**config.mk**
```make
export PLATFORM = sky130hd
export DESIGN_NAME = gray_tracker
export DESIGN_NICKNAME = d
export VERILOG_FILES = /design/src/rtl/gray_tracker.sv
export SDC_FILE = /design/constraint.sdc
export NUM_CORES = 1
export LEC_CHECK = 0
export CAP_MARGIN = 5
export CORE_ASPECT_RATIO = 0.75
export CORE_MARGIN = 5
export CORE_UTILIZATION = 49
export DETAILED_ROUTE_END_ITERATION = 10
export PLACE_DENSITY = 0.78
export SLEW_MARGIN = 20
export SYNTH_ARGS = -nofsm -noshare
export SYNTH_HDL_FRONTEND = slang
export SYNTH_SLANG_ARGS = --single-unit
export TNS_END_PERCENT = 1
```
**constraint.sdc**
```tcl
create_clock -name Clk -period 2.7 [get_ports Clk]
set_input_delay 0.54 -clock Clk [delete_from_list [all_inputs] [get_ports Clk]]
set_output_delay 0.54 -clock Clk [all_outputs]
set_load 0.05 [all_outputs]
```
**src/rtl/gray_tracker.sv**
```systemverilog
// gray_tracker: downstream monitor for a 3-bit Gray-code counter.
// Decodes, extends with a wrap count, pulses on advances, latches faults.
module gray_tracker #(
  parameter int WRAP_W = 8
) (
  input  logic              Clk,
  input  logic              Reset,
  input  logic [2:0]        Gray,
  input  logic              Overflow,
  output logic [2:0]        Bin,
  output logic [WRAP_W-1:0] Wraps,
  output logic [WRAP_W+2:0] Pos,
  output logic              Step,
  output logic              Wrap,
  output logic              Err,
  output logic [1:0]        ErrCode
);

  typedef enum logic [1:0] {
    SYNC  = 2'd0,
    TRACK = 2'd1,
    FAULT = 2'd2
  } state_t;

  localparam logic [1:0] CODE_NONE = 2'b00;
  localparam logic [1:0] CODE_ILL  = 2'b01;
  localparam logic [1:0] CODE_OVF  = 2'b10;

  function automatic logic [2:0] f_decode(input logic [2:0] g);
    logic [2:0] b;
    b[2] = g[2];
    b[1] = g[2] ^ g[1];
    b[0] = b[1] ^ g[0];
    return b;
  endfunction

  // Architectural state
  state_t            r_state;
  logic [2:0]        r_prev;
  logic              r_ovf_prev;
  logic [2:0]        r_bin;
  logic [WRAP_W-1:0] r_wraps;
  logic              r_step;
  logic              r_wrap;
  logic              r_err;
  logic [1:0]        r_code;

  // Next-state values
  state_t            w_state_nx;
  logic [2:0]        w_prev_nx;
  logic              w_ovf_nx;
  logic [2:0]        w_bin_nx;
  logic [WRAP_W-1:0] w_wraps_nx;
  logic              w_step_nx;
  logic              w_wrap_nx;
  logic              w_err_nx;
  logic [1:0]        w_code_nx;

  // Transition classification
  logic [2:0] w_dec;
  logic [2:0] w_prev_bin;
  logic [2:0] w_succ_bin;
  logic       w_same;
  logic       w_succ;
  logic       w_is_wrap;
  logic       w_illegal;
  logic       w_ovf_bad;

  // Classify the sampled Gray value against the last accepted one
  always_comb begin
    w_dec      = f_decode(Gray);
    w_prev_bin = f_decode(r_prev);
    w_succ_bin = w_prev_bin + 3'd1;
    w_same     = (Gray == r_prev);
    w_succ     = (w_dec == w_succ_bin);
    w_is_wrap  = w_succ && (r_prev == 3'b100);
    w_illegal  = !w_same && !w_succ;
    // A wrap must coincide with the sticky flag; otherwise it must not move
    if (w_is_wrap) begin
      w_ovf_bad = !Overflow;
    end else begin
      w_ovf_bad = (Overflow != r_ovf_prev);
    end
  end

  // Next-state and next-output logic for the tracker FSM
  always_comb begin
    w_state_nx = r_state;
    w_prev_nx  = r_prev;
    w_ovf_nx   = r_ovf_prev;
    w_bin_nx   = r_bin;
    w_wraps_nx = r_wraps;
    w_step_nx  = 1'b0;
    w_wrap_nx  = 1'b0;
    w_err_nx   = r_err;
    w_code_nx  = r_code;
    unique case (r_state)
      SYNC: begin
        w_prev_nx  = Gray;
        w_bin_nx   = w_dec;
        w_ovf_nx   = Overflow;
        w_state_nx = TRACK;
      end
      TRACK: begin
        if (w_illegal) begin
          w_err_nx   = 1'b1;
          w_code_nx  = CODE_ILL;
          w_state_nx = FAULT;
        end else if (w_ovf_bad) begin
          w_err_nx   = 1'b1;
          w_code_nx  = CODE_OVF;
          w_state_nx = FAULT;
        end else begin
          w_ovf_nx = Overflow;
          if (!w_same) begin
            w_prev_nx = Gray;
            w_bin_nx  = w_dec;
            w_step_nx = 1'b1;
            if (w_is_wrap) begin
              w_wrap_nx  = 1'b1;
              w_wraps_nx = r_wraps + 1'b1;
            end
          end
        end
      end
      FAULT: begin
        w_state_nx = FAULT;
      end
      default: begin
        w_state_nx = SYNC;
        w_code_nx  = CODE_NONE;
      end
    endcase
  end

  // State and output registers with synchronous reset
  always_ff @(posedge Clk) begin
    if (Reset) begin
      r_state    <= SYNC;
      r_prev     <= 3'b000;
      r_ovf_prev <= 1'b0;
      r_bin      <= 3'b000;
      r_wraps    <= '0;
      r_step     <= 1'b0;
      r_wrap     <= 1'b0;
      r_err      <= 1'b0;
      r_code     <= CODE_NONE;
    end else begin
      r_state    <= w_state_nx;
      r_prev     <= w_prev_nx;
      r_ovf_prev <= w_ovf_nx;
      r_bin      <= w_bin_nx;
      r_wraps    <= w_wraps_nx;
      r_step     <= w_step_nx;
      r_wrap     <= w_wrap_nx;
      r_err      <= w_err_nx;
      r_code     <= w_code_nx;
    end
  end

  assign Bin     = r_bin;
  assign Wraps   = r_wraps;
  assign Pos     = {r_wraps, r_bin};
  assign Step    = r_step;
  assign Wrap    = r_wrap;
  assign Err     = r_err;
  assign ErrCode = r_code;

endmodule

```
=== Word level (Yosys, flattened, before mapping) ===
Index checks and enable logic that the tools add are counted.

* Input port bits: 6
* Output and inout port bits: 27
* Flip-flop bits (word level): 22
* Logic and storage cells: 67

* $add $sub $neg: 2
* Reduce and logical (&&, ||, !) cells: 16
* Muxes and demuxes: 21
* Equality and inequality tests: 10
* Bitwise operators: 9

{| class="wikitable"
|+ Operator list
! operator !! count
|-
| 3-bit 2-to-1 mux || 6
|-
| 3-bit one-hot mux with 2 select lines || 2
|-
| 8-bit by 1-bit adder with 8-bit output (second input constant) || 1
|-
| 1-bit 2-to-1 mux || 7
|-
| 3-bit == test || 2
|-
| 2-bit 2-to-1 mux || 3
|-
| 2-bit inequality test (second input constant) || 3
|-
| 2-bit one-hot mux with 3 select lines || 1
|-
| 1-bit NOT || 5
|-
| 5-bit AND reduction || 1
|-
| 5-bit OR reduction || 1
|-
| 2-bit one-hot mux with 2 select lines || 1
|-
| 2-bit AND reduction || 2
|-
| 4-bit AND reduction || 1
|-
| 2-bit nonzero test || 2
|-
| 4-bit OR reduction || 1
|-
| 1-bit bitwise XOR || 4
|-
| 3-bit by 1-bit adder with 3-bit output (second input constant) || 1
|-
| 3-bit == test (second input constant) || 1
|-
| 1-bit logical NOT || 3
|-
| 3-bit inequality test (second input constant) || 1
|-
| 3-bit AND reduction || 1
|-
| 2-bit by 1-bit == test with 1-bit output (second input constant) || 1
|-
| 2-bit == test (second input constant) || 1
|-
| other kinds (5) || 6
|}

=== Depth between registers and ports, before layout ===
* Word-level depth: 9
* Depth in mapped cells: 7
* Depth with buffers taken out: 6

=== Worst setup path after synthesis ===
No wires, ideal clock.

* Path kind: input to register
* Start point: input port Gray[2]
* End point: register r_bin[0], in the netlist Bin[0]
* Path buffers: 2
* Setup slack: 519 ps
* Stages on the path: 7
* Data required time: 2579 ps
* Library setup time: 121 ps
* Arrival: 2059 ps
* Cell sequence: buf_6 > or3_4 > o31ai_4 > o2bb2ai_2 > o32a_1 > buf_6 > mux2_4

* Word-level cells in the longest chain between the ends: 7
* Elaborated cells on any way between the ends: 17
* Classes of those cells: eq/ne (5); mux (5); bitwise (2); reduce/logical (5)

{| class="wikitable"
|+ Ends and longest elaborated chain
! item !! line !! RTL
|-
| start, declared || 8 || <nowiki>input logic [2:0] Gray,</nowiki>
|-
| 1-bit bitwise XOR || 32 || <nowiki>b[1] = g[2] ^ g[1];</nowiki>
|-
| 1-bit bitwise XOR || 33 || <nowiki>b[0] = b[1] ^ g[0];</nowiki>
|-
| 3-bit == test || 75 || <nowiki>w_succ = (w_dec == w_succ_bin);</nowiki>
|-
| 1-bit logical AND or 1-bit logical NOT (tied branches) || 76, 77 ||
|-
| 1-bit 2-to-1 mux or 1-bit logical AND (tied branches) || 79, 77 ||
|-
| 2-bit inequality test (no line) || n/a ||
|-
| 4-bit AND reduction (no line) || n/a ||
|-
| end signal, assigned || 152 || <nowiki>r_bin <= w_bin_nx;</nowiki>
|-
| end, declared || 41 || <nowiki>logic [2:0] r_bin;</nowiki>
|}

Several ways; a longest one is shown, not always the timed one. The select of a mux whose other input is x is not followed.
A chain may end at the register's enable or synchronous reset.

=== Final worst setup path ===
* Start point: input port Gray[0]
* End point: register r_ovf_prev

* Word-level cells in the longest chain between the ends: 6
* Elaborated cells on any way between the ends: 11
* Classes of those cells: eq/ne (4); mux (1); bitwise (1); reduce/logical (5)

{| class="wikitable"
|+ Ends and longest elaborated chain
! item !! line !! RTL
|-
| 1-bit bitwise XOR || 33 ||
|-
| 3-bit == test || 75 ||
|-
| 1-bit logical AND or 1-bit logical NOT (tied branches) || 76, 77 ||
|-
| 1-bit 2-to-1 mux or 1-bit logical AND (tied branches) || 79, 77 ||
|-
| 2-bit inequality test (no line) || n/a ||
|-
| 3-bit AND reduction (no line) (*) || n/a ||
|-
| end signal, assigned || 151 || <nowiki>r_ovf_prev <= w_ovf_nx;</nowiki>
|-
| end, declared || 40 || <nowiki>logic r_ovf_prev;</nowiki>
|}

Every way passes the cells marked *; elsewhere a longest branch is shown, timed or not.

==> metrics.yaml <==
status: "complete, no violations"
routedWlPerCell_um: 13.9
num_rows: 16
io_pins: 33
overflow: 0
synth_async_sr_flop_share_pct: 0
wl_met3_um: 201
htreeDepth: 1
setup_violations: 0
worst_pin_slew_ns: 0.507
drive_gt1_share_pct: 11.6
core-area_um2: 2640
clkTransAtPathRegs_ns: 0.07
top_layer_used: "met4"
fmax_mhz: 418
ctsHoldBuffers: 0
synth-edff-count: 0
fin_worst_skew_ns: 0.00207
hold_path.class: "reg -> reg"
p_per_area_nw_per_um2: 847
insertedDiodeCount: 0
crit_slowest_cell: "clkdlybuf4s50_1"
rrSetupSlack_ns: 0.69
final_nets: 184
drtIter0Drc: 52
cts_tree: "built"
grt_setup_unrepaired: "false"
area_growth_pct: 23.1
ant_nets: 0
synth_nets: 162
drv_cap: 0
slew_violations: 0
crit_top_cell: "buf_4"
antenna_found_initial: 0
firstDrtPassIters: 4
insertion_delay_ns: 0.25
met2_length_mm: 1.38
grt_pass1_vias: 1055
syn_area_per_cell_um2: 8.96
end_kind: "flip-flop"
setup_ws_ns: 0.305
via_count: 1119
period_minus_slack_ns: 2.40
remaining_drc_errors: 0
viasPerCell: 5.35
initial_utilization_pct: 51.5
hpwl_mm: 2.26
ys_seq_elements: 21
crit_chain: "clkdlybuf4s50_1 -> buf_4 -> nand2_1 -> a21oi_1 -> mux4_2 -> buf_4 -> a31oi_1 -> mux2i_1"
critPathMaxStageDelay_ns: 0.57
grt_max_degree: 16
yosysTopAreaCellShare_pct: 30.9
grt_use_total_pct: 15.0
wirelength_mm: 2.90
worst_ep_required_time_ns: 2.89
postCtsSetupBuffers: 0
grt_pass1_wl_mm: 4.86
synth_area_leader_cell: "dfxtp_1"
yosysSeqAreaShare_pct: 30.9
cp-start-kind: "primary input"
synthTopCellsByArea: "dfxtp_1 (31%), buf_4 (7.7%), xor2_1 (7.7%)"
cts_max_path_buffers: 2
clockRootBuffer: "clkbuf_8"
syn_area_um2: 1360
slew_headroom_pct: 66.1
netlist_instances: 152
post-place-ws_ns: 0.0596
hold_viol_final: 0
path_class: "in -> reg"
cts-buffers-inserted: 3
worstPathMaxFanout: 10
synth.distinct_cells: 44
die_height_um: 55.6
leakage_nw: 0.640
die_x_um: 70.9
wl_met1_mm: 1.30
synthFlopType: "dfxtp_1"
dieArea_um2: 3940
port_buffers: 32
cts_num_sinks: 21
ir_drop_mv: 0.537
cts-resized-gates: 0
gp_congestion: 0.841
min_period_over_period_pct: 88.7
arrival_ns: 2.58
yosys_warnings: 0
fin_tns_setup_ns: 0
-- metal layers --
layer | vias up | global-route usage, %
li1 | 552 | -
met1 | 514 | 18.9
met4 | 0 | 5.09
met3 | 4 | 4.33
met2 | 49 | 24.4
met5 | - | 0
-- cell families after synthesis --
kind of cell,count (synthesis),share of synthesized area (%)
AOI/OAI and AO/OA,21,13.1
and+or+nand+nor,53,21.6
adders and majority gates,4,3.68
xor gates and xnor gates,15,9.65
muxes,9,7.90
DFF,21,30.9
buffers and inverters,29,13.1
-- cells in the mapped netlist, types with 3 or more instances --
master,n
xnor2_1,3
mux2i_1,7
ha_1,4
nand2_1,7
clkbuf_1,5
inv_1,6
a21oi_1,6
nand2b_1,11
nand4_1,6
xor2_1,12
nor2_1,14
dfxtp_1,21
buf_4,14
-- final timing paths --
kind	startpoint	end	cells past startpoint
min reg2reg	r_ovf_prev	r_ovf_prev	2
max reg2reg	r_prev[1]	r_ovf_prev	6
max	Gray[0]	r_ovf_prev	8
min	r_ovf_prev	r_ovf_prev	2
-- layout by cell type, fill, tap and decap left out, drive strengths merged, types with 2 or more instances in the layout --
| cell | instances |
|---|---|
| clkdlybuf4s50 | 32 |
| dfxtp | 21 |
| nor2 | 14 |
| xor2 | 12 |
| nand2b | 11 |
| buf | 8 |
| mux2i | 7 |
| nand2 | 7 |
| inv | 6 |
| a21oi | 6 |
| nand4 | 6 |
| ha | 4 |
| clkbuf | 4 |
| xnor2 | 3 |
| nor3 | 2 |
| a31o | 2 |
| and3 | 2 |
| or3 | 2 |
-- stage by stage --
| step | util, % | hold slack (ns) | total power [mW] | area, um2 | cells |
|---|---|---|---|---|---|
| after CTS | 63.4 | 0.490 | 1.42 | 1680 | 209 |
| after global routing | 63.4 | 0.513 | 1.50 | 1680 | 209 |
| after detailed placement | 61.7 | 0.478 | 1.22 | 1630 | 205 |
| final | 63.4 | 0.490 | 1.42 | 1680 | 209 |
| after floorplan | - | 0.452 | 1.06 | 1360 | 152 |
| after global placement | 61.7 | 0.471 | 1.19 | 1630 | 205 |
-- registers in the layout, indices dropped and copies added, names as in the netlist --
signal	count
Wraps	8
Bin	3
ErrCode	2
r_prev	2
r_state	2
Err	1
Step	1
Wrap	1
r_ovf_prev	1
-- layout make-up --
type / instances / area, um2
clock buffers: 4 / 45.0
repair buffers: 40 / 380
multi-input cells: 102 / 762
well taps: 36 / 45.0
fillers: 235 / 967
inverters: 6 / 22.5
flip-flops and latches: 21 / 420
-- worst max-delay path: cells and delay by family --
family / cells / cell delay, ns
buffers and inverters: 3 / 1.00
muxes: 2 / 0.68
AOI/OAI and AO/OA: 2 / 0.29
and+or+nand+nor: 1 / 0.07
-- report_power, final --
group / internal, mW / switching [mW]
Sequential: 0.372 / 0.0849
Combinational: 0.327 / 0.440
Clock: 0.105 / 0.0904
Total: 0.804 / 0.615
No activity file was read; power rests on OpenSTA's default activity.
